### src/rtl/program_sequencer.sv
// Program counter sequencer with a bounded LIFO return stack.
// One action per edge, priority stall > ret > call > jmp > sequential.
module program_sequencer #(
   parameter int unsigned AW         = 16,
   parameter int unsigned DEPTH      = 4,
   parameter int unsigned RESET_ADDR = 0,
   parameter int unsigned INC        = 1
) (
   input  logic                         clk,
   input  logic                         rst,
   input  logic                         stall,
   input  logic                         jmp,
   input  logic                         abs,
   input  logic                         call,
   input  logic                         ret,
   input  logic [AW-1:0]                pc_write,
   output logic [AW-1:0]                pc_out,
   output logic [$clog2(DEPTH+1)-1:0]   sp,
   output logic                         stack_full,
   output logic                         stack_empty,
   output logic                         stack_err
);

   localparam int SPW = $clog2(DEPTH + 1);
   localparam int IW  = $clog2(DEPTH);

   logic [AW-1:0]  stack_mem [DEPTH];
   logic [AW-1:0]  seq_pc;
   logic [AW-1:0]  target;
   logic [AW-1:0]  next_pc;
   logic [SPW-1:0] next_sp;
   logic           push;
   logic           err_set;

   assign stack_full  = (sp == SPW'(DEPTH));
   assign stack_empty = (sp == SPW'(0));
   assign seq_pc      = pc_out + AW'(INC);
   assign target      = abs ? pc_write : (pc_out + pc_write);

   // Next-state selection; a failed call/ret still advances sequentially.
   always_comb begin
      next_pc = seq_pc;
      next_sp = sp;
      push    = 1'b0;
      err_set = 1'b0;
      if (stall) begin
         next_pc = pc_out;
      end else if (ret) begin
         if (stack_empty) begin
            err_set = 1'b1;
         end else begin
            next_pc = stack_mem[IW'(sp - SPW'(1))];
            next_sp = sp - SPW'(1);
         end
      end else if (call) begin
         if (stack_full) begin
            err_set = 1'b1;
         end else begin
            push    = 1'b1;
            next_pc = target;
            next_sp = sp + SPW'(1);
         end
      end else if (jmp) begin
         next_pc = target;
      end else begin
         next_pc = seq_pc;
      end
   end

   // PC, stack pointer and sticky error register.
   always_ff @(posedge clk or posedge rst) begin
      if (rst) begin
         pc_out    <= AW'(RESET_ADDR);
         sp        <= SPW'(0);
         stack_err <= 1'b0;
      end else begin
         pc_out <= next_pc;
         sp     <= next_sp;
         if (err_set) begin
            stack_err <= 1'b1;
         end
      end
   end

   // Return-address storage; a write racing reset is dropped so no partial push.
   always_ff @(posedge clk) begin
      if (push && !rst) begin
         stack_mem[IW'(sp)] <= seq_pc;
      end
   end

endmodule

### config.mk
export PLATFORM = sky130hd
export DESIGN_NAME = program_sequencer
export DESIGN_NICKNAME = d
export VERILOG_FILES = /design/src/rtl/program_sequencer.sv
export SDC_FILE = /design/constraint.sdc
export NUM_CORES = 1
export LEC_CHECK = 0
export CAP_MARGIN = 10
export CORE_MARGIN = 2
export CORE_UTILIZATION = 58
export DETAILED_ROUTE_END_ITERATION = 12
export GPL_TIMING_DRIVEN = 0
export PLACE_DENSITY_LB_ADDON = 0.08
export SKIP_LAST_GASP = 1
export SYNTH_ARGS = -nofsm -noshare
export SYNTH_HDL_FRONTEND = slang
export SYNTH_SLANG_ARGS = --single-unit
### constraint.sdc
create_clock -name clk -period 5.25 [get_ports clk]
set_clock_uncertainty 0.05 [all_clocks]
set_input_delay 1.05 -clock clk [delete_from_list [all_inputs] [get_ports clk]]
set_output_delay 1.05 -clock clk [all_outputs]
set_load 0.05 [all_outputs]
==> flow_metrics.env <==
export IMPL_cellPowerDensity_nw_per_um2=583
export IMPL_cp_start_kind="flip-flop"
export IMPL_p_clk_share_pct=14.6
export IMPL_reg2regPathDepth=10
export IMPL_clockBufferDepth=2
export IMPL_gr_total_overflow=0
export IMPL_cts_resized=0
export IMPL_drc_errors=0
export IMPL_switching_share_pct=45.2
export IMPL_syn_num_nets=485
export IMPL_vdd_drop_max_mv=0.407
export IMPL_status="complete, no violations"
export IMPL_p_switching_uw=1520
export IMPL_layout_commonest_cell="edfxtp_1"
export IMPL_fp_dieW_um=96.8
export IMPL_cts_tree="done"
export IMPL_grt_start_max_net_pins=21
export IMPL_htreeDepth=3
export IMPL_worstSkewPairLatency_ns=0.36
export IMPL_path_max_fanout=10
export IMPL_p_leak_uw=0.00211
export IMPL_power_uw=3360
export IMPL_synthCells=439
export IMPL_synth_async_reset_ratio_pct=23.8
export IMPL_numPortBuffers=42
export IMPL_combPwrFrac_pct=54.4
export IMPL_num_rows=33
export IMPL_ant_nets=0
export IMPL_finalNetCount=538
export IMPL_drt_initial_drc_count=513
export IMPL_die_area_um2=9370
export IMPL_finalSetupTns_ns=0
export IMPL_track_usage_pct=27.1
export IMPL_arrival_ns=2.72
export IMPL_rr_endpoint="pc_out[15]"
export IMPL_vias_per_cell=6.45
export IMPL_fin_crit_sh_pct=72.8
export IMPL_wl_per_cell_um=20.3
export IMPL_synth_edf_count=64
export IMPL_antenna_diode_count=0
export IMPL_seq_area_um2=2420
export IMPL_numCtsBuffers=9
export IMPL_maxCapViolCount=0
export IMPL_ys_types=68
export IMPL_finalCriticalPeriod_ns=3.82
export IMPL_gp_congestion=0.930
export IMPL_maxSlewViolCount=0
export IMPL_netlist_area_um2=4990
export IMPL_area_delta_synth_final_pct=15.3
export IMPL_synth_seq_cells=84
export IMPL_timing_rr_start="sp[0]"
export IMPL_p_int_uw=1840
export IMPL_holdBufCountCts=0
export IMPL_core_area_um2=8300
export IMPL_root_buffer="clkbuf_8"
export IMPL_hold_viol=0
export IMPL_syn_avg_cell_area_um2=11.4
export IMPL_first_pass_iters=5
export IMPL_ys_seq_area_share_pct=48.5
export IMPL_wl_mm=12.2
export IMPL_end_kind="output pin"
export IMPL_finalSetupViolCount=0
export IMPL_start_util_pct=60.2
export IMPL_worst_pin_slew_ns=0.865
export IMPL_min_to="stack_err"
export IMPL_max_freq_mhz=262
export IMPL_layout_common_cells="edfxtp_1, clkdlybuf4s50_1, nor2_1, nand2_1, o21ai_0"
export IMPL_multiInputGateArea_um2=2430
export IMPL_worst_ep_required_time_ns=4.15
export IMPL_worstSetupPathType="reg -> out"
export IMPL_grt_pass1_vias=3844
export IMPL_hold_depth=1
export IMPL_antenna_found_initial=0
export IMPL_cts_num_sinks=84
export IMPL_utilization_pct=69.4
export IMPL_vias=3885
export IMPL_grt_pass1_wl_mm=19.9
export IMPL_layout_drive_gt1_share_pct=10.7
export IMPL_rsz0062_at_grt="no"
export IMPL_dp_hpwl_mm=8.78
export IMPL_reg2reg_slack_ns=1.80
export IMPL_yosys_warnings=0
export IMPL_num_fill_cells=620
export IMPL_worstHoldPathType="reg -> reg"
export IMPL_path_clk_slew_ns=0.10
export IMPL_max_slew_margin_pct=42.3
export IMPL_die_h_um=96.8
export IMPL_min_from="stack_err"
export IMPL_ys_flop_type="edfxtp_1"
export IMPL_postCtsSetupRepairBufs=0
export IMPL_design_portCount=45
export IMPL_pwr_share_seq_pct=31.0
==> through the flow <==
stage,area (um^2),std cells,hold slack [ns],setup slack [ns]
global placement,5550,586,0.394,1.53
finish,5760,602,0.431,1.43
floorplan,4990,439,0.688,1.94
detailed placement,5550,586,0.399,1.51
CTS,5760,602,0.425,1.38
global route,5760,602,0.453,1.26
==> kinds of logic after synthesis <==
kind of cell | Yosys count | synth area share (%)
mux | 26 | 9.27
compound gates | 121 | 16.0
buf+inv | 34 | 2.76
simple gates | 127 | 13.3
xor+xnor | 24 | 4.36
fa+ha+maj | 23 | 5.91
flops | 84 | 48.5
==> flip-flops by register name, summed over array words and instances (netlist names) <==
name,count
stack_err,1
pc_out,16
sp,3
stack_mem,64
==> synth_stat cells, types with 6 or more instances <==
library cell  count  area (um^2)
a211oi_1          7         52.6
a21o_1            8         60.1
a21oi_1          25          125
a31oi_1           9         56.3
and2_1            7         43.8
clkbuf_1         11         41.3
dfrtp_1          20          500
edfxtp_1         64         1920
ha_1             22          275
inv_1            12         45.0
mux2i_1           8         80.1
mux4_2           16          360
nand2_1          30          113
nand3_1          11         55.1
nor2_1           30          113
nor2b_1           6         37.5
nor3_1           11         55.1
o211ai_1          7         52.6
o21ai_0          28          140
xnor2_1           9         78.8
xor2_1           14          123
==> how the worst max path moves through the flow <==
stage	startpoint	to	slack (ns)	cells past startpoint
2_1_floorplan	sp[0]	stack_mem[0][0]	1.94	8
3_3_place_gp	pc_write[0]	pc_out[14]	1.53	9
3_5_place_dp	pc_write[0]	pc_out[14]	1.51	9
4_1_cts	sp[0]	stack_full	1.38	6
5_1_grt	sp[0]	stack_full	1.26	6
6_report	sp[0]	stack_full	1.43	6
==> critical path, stage by stage, from the launching register on <==
cell and delay (ns):
dfrtp_1 0.43, buf_2 0.31, buf_4 0.31, inv_1 0.12
ha_1 0.25, ha_1 0.22, clkdlybuf4s50_1 0.71
==> cell type report <==
type	instances	share of cell area, %
multi-input cells	321	42.3
flip-flops and latches	84	42.1
repair buffers	42	7.30
well taps	105	2.28
clock buffers	9	2.15
clock inverters	7	1.52
plain buffers	20	1.48
inverters	14	0.913
==> power by group through the flow <==
| stage | logic (uW) | registers [uW] | clock network [uW] |
|---|---|---|---|
| 2_1_floorplan | 1080 | 1260 | 0 |
| 3_3_place_gp | 1780 | 1040 | 0 |
| 3_5_place_dp | 1810 | 1050 | 0 |
| 4_1_cts | 1820 | 1040 | 499 |
| 5_1_grt | 1980 | 1060 | 530 |
| 6_report | 1830 | 1040 | 491 |
==> metal layers <==
layer / track usage (%) / vias to the layer above / wire length [um]
li1: - / 1798 / -
met1: 36.3 / 1873 / 4990
met2: 46.0 / 192 / 6060
met3: 5.78 / 22 / 931
met4: 5.63 / 0 / 217
met5: 0 / - / 0
(Power assumes the default switching activity.)
